`config.mk`:
```
export PLATFORM = sky130hd
export DESIGN_NAME = seq_comparator
export DESIGN_NICKNAME = d
export VERILOG_FILES = /design/src/rtl/seq_comparator.sv
export SDC_FILE = /design/constraint.sdc
export NUM_CORES = 1
export LEC_CHECK = 0
export ABC_CLOCK_PERIOD_IN_PS = 2110
export CAP_MARGIN = 20
export CORE_MARGIN = 1
export CORE_UTILIZATION = 31
export CTS_CLUSTER_SIZE = 20
export DETAILED_ROUTE_END_ITERATION = 12
export GPL_TIMING_DRIVEN = 0
export SKIP_LAST_GASP = 1
export SLEW_MARGIN = 20
export SYNTH_ARGS = -nofsm -noshare
export SYNTH_HDL_FRONTEND = slang
export SYNTH_SLANG_ARGS = --single-unit
```
`constraint.sdc`:
```
create_clock -name clk -period 2.11 [get_ports clk]
set_clock_uncertainty 0.1 [all_clocks]
set_input_delay 0.422 -clock clk [delete_from_list [all_inputs] [get_ports clk]]
set_output_delay 0.422 -clock clk [all_outputs]
set_load 0.02 [all_outputs]
```
`src/rtl/seq_comparator.sv`:
```
// Multi-cycle magnitude comparator: walks the operands CHUNK bits at a time from the MSB
// and stops at the first differing chunk. Signed compares are folded into unsigned ones at capture.
module seq_comparator #(
    parameter int WIDTH = 16,
    parameter int CHUNK = 4
) (
    input  logic             clk,
    input  logic             reset,
    input  logic             start,
    input  logic [WIDTH-1:0] a,
    input  logic [WIDTH-1:0] b,
    input  logic             signed_mode,
    output logic             busy,
    output logic             done,
    output logic             a_eq_b,
    output logic             a_gt_b,
    output logic             a_lt_b
);
    localparam int NCHUNK = WIDTH / CHUNK;
    localparam int IDXW   = (NCHUNK > 1) ? $clog2(NCHUNK) : 1;
    localparam logic [IDXW-1:0] IDX_TOP = IDXW'(NCHUNK - 1);

    typedef enum logic {
        IDLE = 1'b0,
        RUN  = 1'b1
    } state_t;

    state_t            state_reg;
    state_t            state_next;
    logic [IDXW-1:0]   idx_reg;
    logic [WIDTH-1:0]  a_cap_reg;
    logic [WIDTH-1:0]  b_cap_reg;
    logic              done_reg;
    logic              eq_reg;
    logic              gt_reg;
    logic              lt_reg;

    logic [CHUNK-1:0]  a_chunk [NCHUNK];
    logic [CHUNK-1:0]  b_chunk [NCHUNK];
    logic [CHUNK-1:0]  cur_a;
    logic [CHUNK-1:0]  cur_b;
    logic              chunk_eq;
    logic              chunk_gt;
    logic              last_chunk;

    genvar gi;
    generate
        for (gi = 0; gi < NCHUNK; gi++) begin : g_chunk
            assign a_chunk[gi] = a_cap_reg[gi*CHUNK +: CHUNK];
            assign b_chunk[gi] = b_cap_reg[gi*CHUNK +: CHUNK];
        end
    endgenerate

    assign cur_a      = a_chunk[idx_reg];
    assign cur_b      = b_chunk[idx_reg];
    assign chunk_eq   = (cur_a == cur_b);
    assign chunk_gt   = (cur_a > cur_b);
    assign last_chunk = (idx_reg == '0);

    always_ff @(posedge clk or posedge reset) begin
        if (reset) begin
            state_reg <= IDLE;
        end else begin
            state_reg <= state_next;
        end
    end

    always_comb begin
        state_next = state_reg;
        case (state_reg)
            IDLE: if (start) state_next = RUN;
            RUN:  if (!chunk_eq || last_chunk) state_next = IDLE;
            default: state_next = IDLE;
        endcase
    end

    always_comb begin
        busy   = (state_reg == RUN);
        done   = done_reg;
        a_eq_b = eq_reg;
        a_gt_b = gt_reg;
        a_lt_b = lt_reg;
    end

    always_ff @(posedge clk or posedge reset) begin
        if (reset) begin
            idx_reg   <= '0;
            a_cap_reg <= '0;
            b_cap_reg <= '0;
            done_reg  <= 1'b0;
            eq_reg    <= 1'b0;
            gt_reg    <= 1'b0;
            lt_reg    <= 1'b0;
        end else begin
            done_reg <= 1'b0;
            if (state_reg == IDLE) begin
                if (start) begin
                    // Flipping both sign bits maps two's-complement order onto unsigned order.
                    a_cap_reg <= a ^ {signed_mode, {(WIDTH-1){1'b0}}};
                    b_cap_reg <= b ^ {signed_mode, {(WIDTH-1){1'b0}}};
                    idx_reg   <= IDX_TOP;
                    eq_reg    <= 1'b0;
                    gt_reg    <= 1'b0;
                    lt_reg    <= 1'b0;
                end
            end else begin
                if (!chunk_eq) begin
                    gt_reg   <= chunk_gt;
                    lt_reg   <= !chunk_gt;
                    done_reg <= 1'b1;
                end else if (last_chunk) begin
                    eq_reg   <= 1'b1;
                    done_reg <= 1'b1;
                end else begin
                    idx_reg <= idx_reg - 1'b1;
                end
            end
        end
    end
endmodule

```
==> results.cfg, run 1 <==
[setup_path]
cp-start-kind = register
r2r_end = idx_reg[1]
end_kind = register
max_stage_delay_ns = 0.55
rr_worst_depth = 7
path_delay_family = multiplexers
crit_path_start = idx_reg[0]
crit_buf_inv = 1
required_ns = 2.22
crit_arrival_ns = 2.41
cp.depth = 7
crit_path_cell_trace = buf_6 > mux4_2 > ha_4 > nand4_1 > nor2_2 > mux2_4 > a22oi_2
crit_type = register to register
reg2reg_from = idx_reg[0]
crit_fanout = 8
crit_path_end = idx_reg[1]
rrSetupSlack_ns = -0.19
cp_slowest_cell = mux4_2

[worst_hold_path]
min_path_type = primary input to asynchronous set/reset pin

[power_and_ir_drop]
switching_share_pct = 35.0
power_density_nw_per_um2 = 1360
pwr-share-seq_pct = 36.3
p_clk_share_pct = 15.5
switchingPower_uw = 1230
p_comb_share_pct = 48.2
vdd_drop_max_v = 0.000481
p_int_uw = 2290
total_leakage_power_uw = 0.00126
fin_total_pwr_uw = 3520

[timing]
max_clock_freq_mhz = 435
tightest_slew_ns = 0.477
relSlewSlack_pct = 68.1
setup_violations = 6
fin_crit_sh_pct = 109
rsz0062_at_grt = true
period_needed_ns = 2.30
drv_slew = 0
hold_violations = 0
final.setup.worst_slack_ns = -0.189
hold_ws_ns = 0.367

[placed_design]
place_area_sq_um = 2400
hpwl_um = 2860
dp.cells = 302
gp_congestion = 0.715
port_buffers = 40

[logic_synthesis]
syn_area_sq_um = 1860
syn_nets = 230
ys_seq_elements = 39
synth_sequential_area_ratio_pct = 52.6
synth.yosys.warnings = 0
yosysUniqueCellTypes = 24
syn_avg_cell_area_sq_um = 9.82
synth_cells = 189

[layout]
layout.nets = 285
multi_input_area_sq_um = 821
seq_area_sq_um = 976
fillers = 588
antenna_cells = 0
syn2layout_area_growth_pct = 39.5
drive_gt1_share_pct = 19.6
fin_cells = 317
stdcell_area_sq_um = 2590

[drt]
via_count = 1412
drc = 0
wl_um = 3900
ant_nets = 0
firstDrtPassIters = 4
wl_per_cell_um = 12.3
vias_per_cell = 4.45
drt_iter0_markers = 38

[floorplanning]
dieWidth_um = 79.4
core-area_sq_um = 5640
die_area_sq_um = 6300
io_pins = 41
rows = 27
start_util_pct = 32.9
die_h_um = 79.4

[cts]
clk_pin_slew_ns = 0.07
cts_sinks = 39
cts_tree = yes
clockRootBuffer = clkbuf_8
clk_path_buf_depth = 2
ctsHoldBuffers = 0
insertion_delay_ns = 0.28
cts_buffers = 5
htreeDepth = 2

[global_route]
grt_antenna_before_repair = 0
grtUsageTotal_pct = 14.2
overflow = 0
grt_pass1_wl_um = 6740
grt_max_degree = 21
grt_pass1_vias = 1447

[outcome]
outcome = finished, violations left
violations = negative setup slack

[flow_run]
cap_viol_max_count = 0
## layer usage
| layer | GRT usage (%) | share of wire [%] | up-vias |
|---|---|---|---|
| li1 | - | - | 714 |
| met1 | 18.2 | 47 | 659 |
| met2 | 23.6 | 48 | 33 |
| met3 | 3.54 | 4.2 | 6 |
| met4 | 4.36 | 0.82 | 0 |
| met5 | 0 | 0 | - |
## placed cells by master (no fill, tap or decap), types with 2 or more instances in the layout
| cell | count |
|---|---|
| buf_2 | 5 |
| o21ai_0 | 2 |
| a31oi_1 | 2 |
| mux4_2 | 7 |
| buf_6 | 6 |
| xnor2_1 | 2 |
| nand2_1 | 93 |
| nor2_1 | 3 |
| buf_4 | 7 |
| ha_4 | 3 |
| inv_2 | 3 |
| clkdlybuf4s50_1 | 40 |
| ha_1 | 2 |
| dfrtp_1 | 39 |
| inv_1 | 5 |
| nor2b_1 | 2 |
| clkbuf_8 | 7 |
## worst reg2reg max path, stage by stage, from the launching register on
cell and delay, ns:
dfrtp_1 0.38, buf_6 0.17, mux4_2 0.55, ha_4 0.29
nand4_1 0.15, nor2_2 0.16, mux2_4 0.32, a22oi_2 0.11
## cell type report
class,instances,area share (%)
Multi-Input combinational cell,131,31.7
Timing Repair Buffer,48,18.8
Tap cell,72,3.48
Buffer,11,3.29
Clock buffer,8,3.86
Sequential cell,39,37.7
Inverter,8,1.16
## power by group through the flow
stage                     Clock [uW]  Combinational (uW)  Sequential [uW]
after floorplan                    0                1060             1280
after global placement             0                1440             1280
after detailed placement           0                1480             1300
after CTS                        560                1690             1280
after global routing             591                1910             1320
final                            546                1700             1280
## how the worst min path moves through the flow
stage | startpoint | end | slack, ns | cells after the start
2_1_floorplan | b_cap_reg[6] | b_cap_reg[6] | 0.34 | 2
3_3_place_gp | b_cap_reg[2] | b_cap_reg[2] | 0.35 | 2
3_5_place_dp | b_cap_reg[14] | b_cap_reg[14] | 0.36 | 2
4_1_cts | reset | b_cap_reg[12] | 0.38 | 2
5_1_grt | b_cap_reg[7] | b_cap_reg[7] | 0.40 | 2
6_report | reset | b_cap_reg[12] | 0.37 | 2
## kinds of logic (layout without fill, tap and decap cells)
| kind of cell | Yosys count | count (layout) | synth area share, % |
|---|---|---|---|
| AOI/OAI and AO/OA | 11 | 11 | 3.71 |
| xor gates and xnor gates | 2 | 2 | 0.944 |
| adders and majority gates | 5 | 5 | 3.37 |
| buffers and inverters | 19 | 75 | 6.20 |
| DFF | 39 | 39 | 52.6 |
| muxes | 9 | 9 | 11.3 |
| and+or+nand+nor | 104 | 104 | 21.9 |
## synth_stat cells (all sizes together)
cell	number	share of area [%]
mux2	1	0.61
a22oi	1	0.40
o21ai	3	0.81
a31oi	2	0.67
dfrtp	39	53
nor2	4	0.94
inv	8	1.6
buf	11	4.6
o211ai	1	0.40
nand2b	1	0.34
a211oi	1	0.40
nand3	1	0.27
xnor2	2	0.94
nand4	1	0.34
nor2b	3	1.0
ha	5	3.4
nand2	94	19
a21oi	2	0.54
mux4	8	11
a31o	1	0.47
## metrics by stage
stage / worst slack [ns] / utilization [%] / setup TNS (ns)
after floorplan: -0.155 / - / -0.155
after global placement: -0.336 / 42.1 / -7.56
after detailed placement: -0.372 / 42.6 / -0.890
after CTS: -0.207 / 45.8 / -0.779
after global routing: -0.295 / 45.9 / -1.53
final: -0.189 / 45.9 / -0.716
## repair_timing
item / in CTS / in global routing
resized for setup: 9 / 3
buffers inserted: 7 / 0
endpoints found under the setup margin: 6 / 7
pin swaps: 5 / 4
No activity file was read; power rests on OpenSTA's default activity.
==> inputs of run 2 (changes only) <==
--- a/config.mk
+++ b/config.mk
@@ -12,6 +12,7 @@
 export CTS_CLUSTER_SIZE = 20
 export DETAILED_ROUTE_END_ITERATION = 12
 export GPL_TIMING_DRIVEN = 0
+export REMOVE_ABC_BUFFERS = 1
 export SKIP_LAST_GASP = 1
 export SLEW_MARGIN = 20
 export SYNTH_ARGS = -nofsm -noshare
==> results.cfg, run 2 (synthesis results as in run 1) <==
[power_and_ir_drop]
vdd_drop_max_v = 0.000536
total_leakage_power_uw = 0.00121
power_density_nw_per_um2 = 1330
fin_total_pwr_uw = 3300

[drt]
ant_nets = 0
vias_per_cell = 4.53
wl_um = 3660
wl_per_cell_um = 12.0
firstDrtPassIters = 4
via_count = 1382
drc = 0
drt_iter0_markers = 64

[cts]
clockRootBuffer = clkbuf_8
clk_path_buf_depth = 2
cts_tree = yes
htreeDepth = 2
cts_sinks = 39
insertion_delay_ns = 0.29
cts_buffers = 5
clk_pin_slew_ns = 0.07

[floorplanning]
io_pins = 41
rows = 27
start_util_pct = 32.9
die_h_um = 79.4
dieWidth_um = 79.4
core-area_sq_um = 5640
die_area_sq_um = 6300

[setup_path]
crit_path_cell_trace = buf_4 > buf_4 > mux4_2 > inv_2 > ha_4 > nand4_1 > buf_4 > nand2_1 > a31o_2
crit_arrival_ns = 2.35
max_stage_delay_ns = 0.42
crit_fanout = 5
required_ns = 2.19
path_delay_family = buffers and inverters
crit_buf_inv = 4
cp-start-kind = register
crit_type = register to register
end_kind = register
cp_slowest_cell = mux4_2
cp_common_cell = buf_4

[timing]
hold_violations = 0
rsz0062_at_grt = true
fin_crit_sh_pct = 107
setup_violations = 6
period_needed_ns = 2.27
max_clock_freq_mhz = 441
drv_slew = 0
final.setup.worst_slack_ns = -0.157
relSlewSlack_pct = 53.8
tightest_slew_ns = 0.693

[layout]
layout.nets = 273
antenna_cells = 0
final_cell_mix = nand2_1, clkdlybuf4s50_1, dfrtp_1, mux4_2, clkbuf_8
drive_gt1_share_pct = 15.5
layout_commonest_cell = nand2_1
syn2layout_area_growth_pct = 33.8
fin_util_pct = 44.0

[global_route]
grt_antenna_before_repair = 0
grt_pass1_wl_um = 6160
grt_max_degree = 37
overflow = 0
grtUsageTotal_pct = 13.0
grt_pass1_vias = 1342

[flow_run]
cap_viol_max_count = 0

[outcome]
violations = negative setup slack
outcome = finished, violations left

[placed_design]
port_buffers = 40
gp_congestion = 0.706
hpwl_um = 2400

[worst_hold_path]
min_path_type = primary input to asynchronous set/reset pin
[run 2: layer usage]
layer / GRT usage [%] / vias up / wire [um]
met5: 0 / - / 0
met4: 4.91 / 0 / 52
met3: 4.23 / 7 / 189
met2: 20.7 / 35 / 1740
met1: 16.3 / 649 / 1680
li1: - / 691 / -
[run 2: final cells by class]
class / count / area [sq um]
multi-input combinational: 131 / 807
inverter: 8 / 30.0
clock buffer: 8 / 100
sequential: 39 / 977
fill: 548 / 3160
tap: 72 / 90.1
timing repair buffer: 47 / 480
[run 2: report_power, final]
part / internal [uW] / leakage (uW) / total (uW) / switching [uW]
clock: 298 / 0.0000515 / 554 / 256
sequential: 1110 / 0.000475 / 1320 / 219
combinational: 733 / 0.000683 / 1420 / 689
total: 2140 / 0.00121 / 3300 / 1160
[run 2: worst paths after layout]
kind	startpoint	end	slack, ns	depth (start not counted)
setup reg to reg	idx_reg[0]	a_gt_b	-0.16	9
hold reg to reg	b_cap_reg[2]	b_cap_reg[2]	0.37	2
min in group clk	b_cap_reg[2]	b_cap_reg[2]	0.37	2
hold / removal	reset	b_cap_reg[9]	0.35	2
max in group asynchronous	reset	idx_reg[0]	1.10	3
setup / recovery	idx_reg[0]	a_gt_b	-0.16	9
[run 2: metrics by stage]
| step | cells | cell area, sq um | hold slack [ns] | setup TNS [ns] | setup slack, ns |
|---|---|---|---|---|---|
| 3_5_place_dp | 291 | 2300 | 0.355 | -2.76 | -0.654 |
| 3_3_place_gp | 290 | 2260 | 0.351 | -35.43 | -0.907 |
| 5_1_grt | 305 | 2480 | 0.381 | -1.23 | -0.267 |
| 4_1_cts | 305 | 2480 | 0.358 | -0.648 | -0.183 |
| 2_1_floorplan | 178 | 1770 | 0.337 | -0.719 | -0.322 |
| 6_report | 305 | 2480 | 0.351 | -0.584 | -0.157 |
[run 2: repair_timing]
| item | in CTS | in global routing |
|---|---|---|
| endpoints found under the setup margin | 7 | 8 |
| setup buffers | 6 | 0 |
| pin swaps | 6 | 3 |
| resized for setup | 18 | 2 |
| hold buffers | 0 | 0 |
